### src/rtl/framebuffer_arbiter.sv
// Arbitrates one single-port frame RAM between the pixel writer and the raster prefetcher,
// keeping a small show-ahead FIFO topped up for video_out.
module framebuffer_arbiter #(
    parameter int X_PX       = 800,
    parameter int Y_PX       = 480,
    parameter int ADDR_W     = 19,
    parameter int DATA_W     = 8,
    parameter int FIFO_DEPTH = 16,
    parameter int LOW_WATER  = 8
) (
    input  logic              i_CLK,
    input  logic              i_RST_N,
    input  logic              i_Wr_Valid,
    input  logic [ADDR_W-1:0] i_Wr_Addr,
    input  logic [DATA_W-1:0] i_Wr_Data,
    output logic              o_Wr_Ready,
    input  logic              i_Pixel_Ack,
    output logic [DATA_W-1:0] o_Pixel_Data,
    output logic              o_Begin,
    output logic [ADDR_W-1:0] o_Mem_Addr,
    output logic              o_Mem_We,
    output logic [DATA_W-1:0] o_Mem_Wdata,
    input  logic [DATA_W-1:0] i_Mem_Rdata,
    output logic              o_Underflow
);

    localparam int PIX   = X_PX * Y_PX;
    localparam int PTR_W = $clog2(FIFO_DEPTH);
    localparam int CNT_W = PTR_W + 1;
    localparam int CR_W  = CNT_W + 1;

    localparam logic [ADDR_W-1:0] LAST_ADDR = ADDR_W'(PIX - 1);
    localparam logic [ADDR_W:0]   PIX_EXT   = (ADDR_W + 1)'(PIX);
    localparam logic [CR_W-1:0]   DEPTH_C   = CR_W'(FIFO_DEPTH);
    localparam logic [CR_W-1:0]   LOW_C     = CR_W'(LOW_WATER);

    typedef enum logic {S_FILL, S_RUN} state_t;

    state_t              state_q, state_d;
    logic [ADDR_W-1:0]   rd_ptr_q, rd_ptr_d;
    logic                inflight_q;
    logic [CNT_W-1:0]    fifo_cnt_q, fifo_cnt_d;
    logic [PTR_W-1:0]    fifo_wp_q, fifo_wp_d;
    logic [PTR_W-1:0]    fifo_rp_q, fifo_rp_d;
    logic [DATA_W-1:0]   head_q, head_d;
    logic                begin_q, begin_d;
    logic                under_q, under_d;
    logic [ADDR_W-1:0]   addr_q;
    logic [DATA_W-1:0]   wdata_q;
    logic [DATA_W-1:0]   fifo_mem [FIFO_DEPTH];

    logic [CR_W-1:0]     credit;
    logic                rd_grant, wr_grant, wr_ready;
    logic                push, pop, wr_in_range;
    logic [ADDR_W-1:0]   mem_addr;
    logic                mem_we;
    logic [DATA_W-1:0]   mem_wdata;

    // Credit counts the in-flight read so the FIFO can never be overfilled.
    assign credit      = CR_W'(fifo_cnt_q) + CR_W'(inflight_q);
    assign push        = inflight_q;
    assign pop         = i_Pixel_Ack && (fifo_cnt_q != '0);
    assign wr_in_range = ({1'b0, i_Wr_Addr} < PIX_EXT);

    always_comb begin
        state_d  = state_q;
        rd_grant = 1'b0;
        wr_grant = 1'b0;
        wr_ready = 1'b0;
        case (state_q)
            S_FILL: begin
                rd_grant = (credit < DEPTH_C);
                if (credit == DEPTH_C && !inflight_q) state_d = S_RUN;
            end
            default: begin
                if (credit < LOW_C) begin
                    rd_grant = 1'b1;
                end else begin
                    wr_ready = 1'b1;
                    if (i_Wr_Valid) wr_grant = 1'b1;
                    else            rd_grant = (credit < DEPTH_C);
                end
            end
        endcase
    end

    always_comb begin
        mem_addr  = addr_q;
        mem_we    = 1'b0;
        mem_wdata = wdata_q;
        if (rd_grant) mem_addr = rd_ptr_q;
        if (wr_grant) begin
            mem_addr  = i_Wr_Addr;
            mem_wdata = i_Wr_Data;
            mem_we    = wr_in_range;
        end

        rd_ptr_d = rd_ptr_q;
        if (rd_grant) rd_ptr_d = (rd_ptr_q == LAST_ADDR) ? '0 : rd_ptr_q + ADDR_W'(1);

        fifo_wp_d = push ? fifo_wp_q + PTR_W'(1) : fifo_wp_q;
        fifo_rp_d = pop  ? fifo_rp_q + PTR_W'(1) : fifo_rp_q;
        case ({push, pop})
            2'b10:   fifo_cnt_d = fifo_cnt_q + CNT_W'(1);
            2'b01:   fifo_cnt_d = fifo_cnt_q - CNT_W'(1);
            default: fifo_cnt_d = fifo_cnt_q;
        endcase

        // Head register mirrors the next FIFO entry; it holds when the FIFO drains.
        head_d = head_q;
        if (pop) begin
            if (fifo_cnt_q > CNT_W'(1)) head_d = fifo_mem[fifo_rp_q + PTR_W'(1)];
            else if (push)              head_d = i_Mem_Rdata;
        end else if (push && fifo_cnt_q == '0) begin
            head_d = i_Mem_Rdata;
        end

        begin_d = begin_q | (state_q == S_FILL && state_d == S_RUN);
        under_d = under_q | (i_Pixel_Ack && fifo_cnt_q == '0);
    end

    always_ff @(posedge i_CLK) begin
        if (push) fifo_mem[fifo_wp_q] <= i_Mem_Rdata;
    end

    always_ff @(posedge i_CLK or negedge i_RST_N) begin
        if (!i_RST_N) begin
            state_q    <= S_FILL;
            rd_ptr_q   <= '0;
            inflight_q <= 1'b0;
            fifo_cnt_q <= '0;
            fifo_wp_q  <= '0;
            fifo_rp_q  <= '0;
            head_q     <= '0;
            begin_q    <= 1'b0;
            under_q    <= 1'b0;
            addr_q     <= '0;
            wdata_q    <= '0;
        end else begin
            state_q    <= state_d;
            rd_ptr_q   <= rd_ptr_d;
            inflight_q <= rd_grant;
            fifo_cnt_q <= fifo_cnt_d;
            fifo_wp_q  <= fifo_wp_d;
            fifo_rp_q  <= fifo_rp_d;
            head_q     <= head_d;
            begin_q    <= begin_d;
            under_q    <= under_d;
            addr_q     <= mem_addr;
            wdata_q    <= mem_wdata;
        end
    end

    assign o_Wr_Ready   = wr_ready;
    assign o_Pixel_Data = head_q;
    assign o_Begin      = begin_q;
    assign o_Mem_Addr   = mem_addr;
    assign o_Mem_We     = mem_we;
    assign o_Mem_Wdata  = mem_wdata;
    assign o_Underflow  = under_q;

endmodule

### config.mk
export PLATFORM = sky130hd
export DESIGN_NAME = framebuffer_arbiter
export DESIGN_NICKNAME = d
export VERILOG_FILES = /design/src/rtl/framebuffer_arbiter.sv
export SDC_FILE = /design/constraint.sdc
export NUM_CORES = 1
export LEC_CHECK = 0
export BUFFER_PORTS_ARGS = -buffer_cell sky130_fd_sc_hd__buf_2
export CAP_MARGIN = 20
export CORE_MARGIN = 3
export CORE_UTILIZATION = 45
export DETAILED_ROUTE_END_ITERATION = 8
export SLEW_MARGIN = 0
export SYNTH_ARGS = -nofsm -noshare
export SYNTH_HDL_FRONTEND = slang
export SYNTH_SLANG_ARGS = --single-unit
### constraint.sdc
create_clock -name i_CLK -period 4.4 [get_ports i_CLK]
set_input_delay 0.44 -clock i_CLK [delete_from_list [all_inputs] [get_ports i_CLK]]
set_output_delay 0.44 -clock i_CLK [all_outputs]
set_load 0.005 [all_outputs]
==> results of run 1 <==
flip-flops by register name, summed over array words and instances (netlist names):
signal	cells
fifo_mem	128
addr_q	19
rd_ptr_q	19
o_Pixel_Data	8
wdata_q	8
fifo_cnt_q	5
fifo_rp_q	4
fifo_wp_q	4
inflight_q	1
o_Begin	1
o_Underflow	1
state_q	1
worst max path at each step:
stage	startpoint	slack (ns)	cells after the start	to
2_1_floorplan	fifo_cnt_q[1]$_DFFE_PN0P_	1.87	12	o_Pixel_Data[4]$_DFFE_PN0P_
3_3_place_gp	inflight_q$_DFF_PN0_	1.21	9	o_Mem_Addr[12]
4_1_cts	inflight_q$_DFF_PN0_	0.58	9	o_Mem_Addr[9]
3_5_place_dp	inflight_q$_DFF_PN0_	1.09	9	o_Mem_Addr[4]
6_report	inflight_q$_DFF_PN0_	0.60	9	o_Mem_Addr[13]
5_1_grt	inflight_q$_DFF_PN0_	0.34	9	o_Mem_Addr[9]
metal layers:
layer / GRT usage [%] / wire length (um) / up-vias
met3: 4.03 / 766 / 23
li1: - / - / 2459
met1: 25.5 / 8770 / 2691
met2: 28.4 / 8920 / 121
met4: 5.36 / 280 / 0
met5: 0 / 0 / -
power breakdown:
group,switching [uW],leakage [uW],internal (uW)
Combinational,1510,0.00144,1240
Sequential,309,0.00203,2450
Clock,679,0.000288,913
worst max-delay path: stages, from the launching register on:
cell	delay (ns)
dfrtp_1	0.58
ha_1	0.33
ha_1	0.27
a21boi_1	0.24
a31oi_1	0.11
o22a_2	0.26
inv_1	0.55
nand2_1	0.13
a31oi_1	0.29
buf_2	0.17
layout by cell type, fill, tap and decap left out, types with 4 or more instances in the layout:
| cell type | count |
|---|---|
| mux2i_1 | 5 |
| edfxtp_1 | 128 |
| nand4_1 | 7 |
| nor3b_1 | 9 |
| and2b_1 | 11 |
| buf_4 | 7 |
| buf_2 | 76 |
| dfrtp_1 | 70 |
| xor2_1 | 6 |
| a21boi_0 | 7 |
| nor2_1 | 51 |
| ha_1 | 12 |
| clkbuf_16 | 17 |
| a2111oi_2 | 7 |
| a21oi_1 | 11 |
| inv_1 | 14 |
| a31oi_1 | 23 |
| inv_6 | 4 |
| nor2b_1 | 6 |
| nand2_1 | 67 |
| o21ai_0 | 16 |
| xnor2_1 | 11 |
| mux2_2 | 8 |
| mux4_2 | 32 |
| nor3_1 | 8 |
| nand3_1 | 12 |
| a211oi_1 | 7 |
| or3_1 | 5 |
| nand2b_1 | 8 |
layout make-up:
cell class              instances  area, sq um
inverters                      14         52.6
clock inverters                11          145
flip-flops and latches        199         5620
well taps                     260          325
repair buffers                 84          447
fillers                      1611         8960
multi-input cells             372         2950
clock buffers                  21          450
cell families (layout without fill, tap and decap cells):
logic type / after synthesis / after routing / synth area share (%)
compound gates: 95 / 95 / 8.34
xor+xnor: 17 / 17 / 1.69
fa+ha+maj: 13 / 13 / 1.84
buf+inv: 48 / 130 / 3.09
flops: 199 / 199 / 63.7
mux: 45 / 45 / 9.75
simple gates: 202 / 202 / 11.6
through the flow:
| step | worst slack [ns] | hold WS, ns |
|---|---|---|
| floorplan | 1.87 | 0.144 |
| global placement | 1.21 | 0.442 |
| detailed placement | 1.09 | 0.449 |
| CTS | 0.580 | 0.181 |
| global route | 0.341 | 0.226 |
| finish | 0.603 | 0.153 |
==> flow_metrics.tcl, run 1 <==
set metrics [dict create \
    utilization_pct 52.7 \
    critPathMaxFanout 26 \
    synth.avg_cell_area_sq_um 14.3 \
    grt_max_degree 72 \
    fin_crit_sh_pct 86.3 \
    drive_above_1_share_pct 25.1 \
    gp_congestion 0.847 \
    ctsResizeCount 0 \
    fmax_ghz 0.263 \
    drv_slew 0 \
    postCtsHoldBufs 0 \
    cts-htree-levels 4 \
    num_antenna_cells 0 \
    die_w_um 146 \
    placed_area_sq_um 9380 \
    dieArea_sq_um 21300 \
    antenna_found_initial 0 \
    setup_tns_ns 0 \
    yosys.area.top_type "edfxtp_1" \
    ant_nets 0 \
    ir_drop_mv 0.337 \
    layout.cells.non_filler 961 \
    clk_pin_slew_ns 0.07 \
    numCtsBuffers 17 \
    core_area_sq_um 19000 \
    maxCapViolCount 0 \
    syn_area_sq_um 8830 \
    synth_common_cells "128 x edfxtp_1, 71 x dfrtp_1, 67 x nand2_1, 51 x nor2_1, 32 x mux4_2" \
    area_growth_pct 13.2 \
    async_reset_ff_share_pct 35.7 \
    hold_path.class "in2async" \
    yosysMostFrequentCell "edfxtp_1" \
    worst_pin_slew_ns 0.961 \
    synth-main-ff-cell "edfxtp_1" \
    power.leakage_uw 0.00376 \
    routed_wl_um 18700 \
    worstSetupPathType "reg2out" \
    total_power_uw 7100 \
    clock-root-buffer "clkbuf_16" \
    grt_pass1_vias 5381 \
    crit_path_end_kind "output port" \
    wl_per_cell_um 19.5 \
    vias_per_cell 5.51 \
    die_h_um 146 \
    final.min_clock_period_ns 3.80 \
    final_area_sq_um 9990 \
    fin_skew_ns 0.00805 \
    drt_iter0_drc 329 \
    hold_viol 0 \
    syn-instance-count 619 \
    ys_warn_count 0 \
    synth_area_leaders "edfxtp_1 44%, dfrtp_1 20%, mux4_2 8.2%" \
    cts_tree "done" \
    gr-total-overflow 0 \
    ys_seq_area_share_pct 63.7 \
    reg2reg_from "fifo_cnt_q[1]$_DFFE_PN0P_" \
    run_status "completed" \
    fin_nets 740 \
    dr.pass1.iters 5 \
    ios 78 \
    initial_utilization_pct 46.6 \
    yosysUniqueCellTypes 61 \
    r2r_cells 9 \
    clk_path_buf_depth 2 \
    setup_viol 0 \
    syn-num-nets 671 \
    track_usage_pct 18.1 \
    worst_r2r_endpoint "o_Pixel_Data[4]$_DFFE_PN0P_" \
    rrSetupSlack_ns 1.36 \
    cts_setup_buffers 0 \
    maxSlewHeadroom_pct 35.8 \
    clock-sinks 199 \
    yosys.area.top_type_share_pct 43.5 \
    vias 5294 \
    rows 50 \
    grt_pass1_wl_um 29900 \
    cp.required_ns 3.96 \
    clkLatencyLatePin_ns 0.43 \
    start_kind "register" \
    rsz0062_at_grt "no" \
    portBuffers 77 \
    dp.cells 928 \
    synth-seq-cells 199 \
    drc 0 \
    power_density_nw_per_um2 711 \
    arrival_ns 3.36 \
    synth-edff-count 128 \
    place_hpwl_um 12400 \
]
Power figures use the tool's default switching activity.
==> inputs of run 2 (changes only) <==
Settings changed: CELL_PAD_IN_SITES_DETAIL_PLACEMENT set to 0, CELL_PAD_IN_SITES_GLOBAL_PLACEMENT set to 1, PLACE_DENSITY set to 0.7.
Clock period 4.4 ns to 3.7 ns, I/O delays scaled along.
==> run 2 against run 1 <==
  * Largest power group is now combinational cells
  * Critical endpoint is now o_Mem_Addr[12]
  * Highest routed layer unchanged
  * First-iteration DRC count increased by 2.4%
  * Clock power is 26% higher
  * Via count increased by 0.13%
  * Non-clock buffer count up 5
  * Routed wire length up 0.51%
  * Critical path type unchanged
==> flow_metrics.tcl, run 2 (synthesized netlist as in run 1, its figures left out) <==
set metrics [dict create \
    worst_pin_slew_ns 1.04 \
    cp.required_ns 3.33 \
    ctsResizeCount 0 \
    hold_ws_ns 0.0727 \
    wl_per_cell_um 19.5 \
    vias_per_cell 5.49 \
    met1_length_um 8900 \
    ir_drop_mv 0.414 \
    fin_ws_ns 0.336 \
    area_growth_pct 14.2 \
    final.min_clock_period_ns 3.36 \
    drive_above_1_share_pct 26.2 \
    r2r_cells 9 \
    die_w_um 146 \
    num_antenna_cells 0 \
    rows 50 \
    final_cell_mix "128 x edfxtp_1, 76 x buf_2, 70 x dfrtp_1, 67 x nand2_1, 51 x nor2_1" \
    placed_area_sq_um 9420 \
    vias 5301 \
    multi_input_area_sq_um 2950 \
    gp_congestion 0.773 \
    power_density_nw_per_um2 857 \
    hold_path.class "in2async" \
    routed_wl_um 18800 \
    hold_viol 0 \
    grt_pass1_wl_um 30500 \
    fmax_ghz 0.297 \
    antenna_found_initial 0 \
    rsz0062_at_grt "no" \
    route.met2.wl_um 8690 \
    worstSetupPathType "reg2out" \
    start_kind "register" \
    layout.cells.non_filler 966 \
    drv_slew 0 \
    top_register "fifo_mem" \
    routed.top_layer "met4" \
    rrSetupSlack_ns 0.77 \
    setup_tns_ns 0 \
    regArea_sq_um 5620 \
    crit_start "fifo_cnt_q[0]$_DFFE_PN0P_" \
    cts-htree-levels 4 \
    fillers 1590 \
    critPathMaxFanout 39 \
    power.leakage_uw 0.00380 \
    portBuffers 77 \
    dieArea_sq_um 21300 \
    clkLatencyLatePin_ns 0.43 \
    cts_tree "done" \
    grt_max_degree 72 \
    dr.pass1.iters 4 \
    largest_reg_flops 128 \
    clock-root-buffer "clkbuf_16" \
    clk_path_buf_depth 2 \
    clock-sinks 199 \
    ant_nets 0 \
    setup_viol 0 \
    initial_utilization_pct 46.6 \
    fin_crit_sh_pct 90.9 \
    final_area_sq_um 10100 \
    maxSlewHeadroom_pct 30.6 \
    die_h_um 146 \
    run_status "completed" \
    routed-wl-met3_um 848 \
    place_ws_ns 0.694 \
    track_usage_pct 18.3 \
    worst_r2r_endpoint "o_Pixel_Data[5]$_DFFE_PN0P_" \
    fin_skew_ns 0.0119 \
    drc 0 \
    place_hpwl_um 12800 \
    arrival_ns 2.99 \
    fin_nets 745 \
    ios 78 \
    maxCapViolCount 0 \
    grt_pass1_vias 5503 \
    reg2reg_from "fifo_cnt_q[1]$_DFFE_PN0P_" \
    gr-total-overflow 0 \
    final_common_cell "edfxtp_1" \
    dp.cells 933 \
    crit_path_end_kind "output port" \
    core_area_sq_um 19000 \
    largestRegisters "fifo_mem (128), addr_q (19), rd_ptr_q (19)" \
    numCtsBuffers 17 \
    postCtsHoldBufs 0 \
    drt_iter0_drc 337 \
    clk_pin_slew_ns 0.07 \
    cts_setup_buffers 0 \
]
==> run 2: cell count changes in the layout (fill, tap and decap cells not counted), sizes merged <==
| cell | before | now |
|---|---|---|
| buf | 83 | 88 |
| bufinv | 3 | 4 |
| clkbuf | 22 | 21 |
| clkinv | 3 | 1 |
| clkinvlp | 1 | 3 |
==> run 2: through the flow <==
stage               power [uW]  utilization (%)
finish                    8640             53.2
detailed placement        6700             49.7
CTS                       8720             53.1
global route              9180             53.2
global placement          6610             49.7
floorplan                 5680                -
==> run 2: final cells by class <==
cell class / instances / area share [%]
clock buffer: 20 / 4.53
timing repair buffer: 89 / 4.80
sequential: 199 / 55.8
inverter: 14 / 0.558
multi-input combinational: 372 / 29.3
clock inverter: 12 / 1.87
tap: 260 / 3.23
==> run 2: how the worst max path moves through the flow <==
stage / end / cells past startpoint / slack (ns)
global route: o_Mem_Addr[17] / 10 / 0.09
CTS: o_Mem_Addr[17] / 10 / 0.21
floorplan: o_Pixel_Data[4]$_DFFE_PN0P_ / 12 / 1.17
detailed placement: o_Mem_Addr[17] / 10 / 0.69
global placement: o_Pixel_Data[2]$_DFFE_PN0P_ / 9 / 0.81
finish: o_Mem_Addr[12] / 9 / 0.34
==> run 2: worst max-delay path, cell delays in order (launching register included) <==
cell and delay [ns]:
dfrtp_1 0.48, ha_1 0.30, ha_1 0.25, and4bb_1 0.24, a31oi_1 0.16, o22a_2 0.19, buf_4 0.37, nand2_1 0.10
a31oi_1 0.29, buf_2 0.18
==> run 2: per-layer routing <==
layer	track usage [%]	vias up
met2	27.5	136
met4	6.59	0
li1	-	2468
met3	3.85	28
met5	0	-
met1	26.8	2669
==> run 2: power by group <==
part	internal, uW	total, uW	switching (uW)
Sequential	2910	3260	341
Combinational	1500	3370	1870
Clock	1180	2010	826
Total	5600	8640	3040
==> inputs of run 3 (changes only) <==
Settings changed: CORE_ASPECT_RATIO set to 1.4.
==> run 3 against run 2 <==
  * Worst setup slack better by 0.071 ns
  * Hold slack worse by 0.017 ns
  * Utilization is 1.2 points lower
  * Register-to-register slack hardly changed
  * Global-route usage hardly changed
  * Routed wire length is 1.5% lower
  * Clock skew is 0.0010 ns lower
  * First-iteration DRC count is 6.2% lower
  * Via count is 2.1% lower
  * Final area is 0.82% lower
  * Sequential share of layout area is 0.46 points higher
  * Final cell count is 1.1% lower
  * Highest routed layer unchanged
==> flow_metrics.tcl, run 3 (synthesized netlist as in run 1, its figures left out) <==
set metrics [dict create \
    run_status "completed" \
    grt.busiest_layer "met2" \
    hold_path.class "in2async" \
    vias_per_cell 5.43 \
    gr-total-overflow 0 \
    p_switching_uw 3050 \
    power.leakage_uw 0.00377 \
    switching_share_pct 36.4 \
    drive_above_1_share_pct 26.3 \
    fmax_ghz 0.304 \
    postCtsHoldBufs 0 \
    p_clk_share_pct 21.5 \
    comb_power_share_pct 39.8 \
    internal_power_uw 5340 \
    gp_congestion 0.857 \
    drc 0 \
    crit_path_end_kind "output port" \
    ant_nets 0 \
    grt_pass1_vias 5507 \
    largestRegisters "fifo_mem (128), addr_q (19), rd_ptr_q (19)" \
    utilization_pct 52.0 \
    core_area_sq_um 19200 \
    wl_per_cell_um 19.4 \
    setup_viol 0 \
    fin_crit_sh_pct 89.0 \
    cp.required_ns 3.33 \
    ir_drop_mv 0.380 \
    rows 60 \
    grt_pass1_wl_um 30200 \
    numCtsBuffers 17 \
    die_w_um 124 \
    final_cell_mix "128 x edfxtp_1, 76 x buf_2, 70 x dfrtp_1, 67 x nand2_1, 51 x nor2_1" \
    clk_path_buf_depth 2 \
    vias 5190 \
    dp.cells 923 \
    num_antenna_cells 0 \
    area_growth_pct 13.3 \
    fillers 1636 \
    rsz0062_at_grt "no" \
    maxSlewHeadroom_pct 38.8 \
    rrSetupSlack_ns 0.78 \
    final.min_clock_period_ns 3.29 \
    clock-root-buffer "clkbuf_16" \
    largest_reg_flops 128 \
    use_met1_pct 21.4 \
    power_density_nw_per_um2 839 \
    start_kind "register" \
    routed_wl_um 18600 \
    clkLatencyLatePin_ns 0.43 \
    clk_pin_slew_ns 0.07 \
    clock-sinks 199 \
    layout.cells.non_filler 955 \
    die_h_um 172 \
    final_common_cell "edfxtp_1" \
    arrival_ns 2.92 \
    drt_iter0_drc 316 \
    fin_nets 746 \
    globalRouteMet3Util_pct 2.61 \
    dr.pass1.iters 4 \
    drv_slew 0 \
    place_hpwl_um 12800 \
    ios 78 \
    worstSetupPathType "reg2out" \
    cts_setup_buffers 0 \
    critPathMaxFanout 34 \
    top_register "fifo_mem" \
    worst_pin_slew_ns 0.918 \
    fin_skew_ns 0.0109 \
    portBuffers 77 \
    ctsResizeCount 0 \
    maxCapViolCount 0 \
    grt_max_degree 72 \
    p_seq_share_pct 38.7 \
    cts-htree-levels 4 \
    antenna_found_initial 0 \
    met2_usage_pct 34.9 \
    initial_utilization_pct 45.9 \
    track_usage_pct 18.3 \
    hold_viol 0 \
    cts_tree "done" \
    setup_tns_ns 0 \
    dieArea_sq_um 21400 \
]
run 3: changes by cell type in the layout (fill, tap and decap cells not counted):
cell / change
buf_4: +2
clkbuf_1: -1
inv_8: +3
clkbuf_8: -3
clkinv_4: +2
bufinv_16: -4
inv_1: +1
clkinv_8: +2
clkinv_2: -1
run 3: critical path, stage by stage (launching register included):
cell	delay, ns
dfrtp_1	0.47
ha_1	0.29
ha_1	0.25
and4bb_1	0.23
a31oi_1	0.14
o22a_2	0.23
buf_4	0.34
nand2_1	0.10
a31oi_1	0.26
buf_2	0.16
run 3: per-layer routing:
layer | vias up | routed length [um]
met3 | 15 | 493
met2 | 91 | 10300
met4 | 0 | 266
met5 | - | 0
li1 | 2470 | -
met1 | 2614 | 7460
run 3: area by class of cell:
cell class	count	area (sq um)	share of cell area, %
flip-flops and latches	199	5620	56.2
clock inverters	15	155	1.55
repair buffers	90	485	4.85
multi-input cells	372	2950	29.5
clock buffers	17	425	4.25
inverters	14	52.6	0.526
well taps	248	310	3.10
run 3: power groups by stage:
stage	logic, uW	registers [uW]	clock network (uW)
2_1_floorplan	2550	3120	0
3_3_place_gp	3370	3270	0
3_5_place_dp	3420	3300	0
4_1_cts	3440	3250	1850
5_1_grt	3730	3310	1950
6_report	3340	3250	1800
run 3: path summary, 6_finish.rpt:
check,from,endpoint,cells past startpoint
hold reg to reg,o_Underflow$_DFF_PN0_,o_Underflow$_DFF_PN0_,1
hold / removal,i_RST_N,o_Pixel_Data[6]$_DFFE_PN0P_,1
min in group i_CLK,i_Pixel_Ack,o_Underflow$_DFF_PN0_,2
max in group asynchronous,i_RST_N,fifo_rp_q[0]$_DFFE_PN0N_,1
setup / recovery,fifo_cnt_q[0]$_DFFE_PN0P_,o_Mem_Addr[15],9
setup reg to reg,fifo_cnt_q[1]$_DFFE_PN0P_,o_Pixel_Data[4]$_DFFE_PN0P_,9
run 3: per-stage QoR:
step	hold WS [ns]	area [sq um]	setup WS (ns)	total power, uW
2_1_floorplan	0.0744	8830	1.17	5680
3_3_place_gp	0.459	9420	0.953	6630
3_5_place_dp	0.455	9420	0.803	6720
4_1_cts	0.0975	10000	0.351	8540
5_1_grt	0.131	10000	0.113	8990
6_report	0.0553	10000	0.407	8390
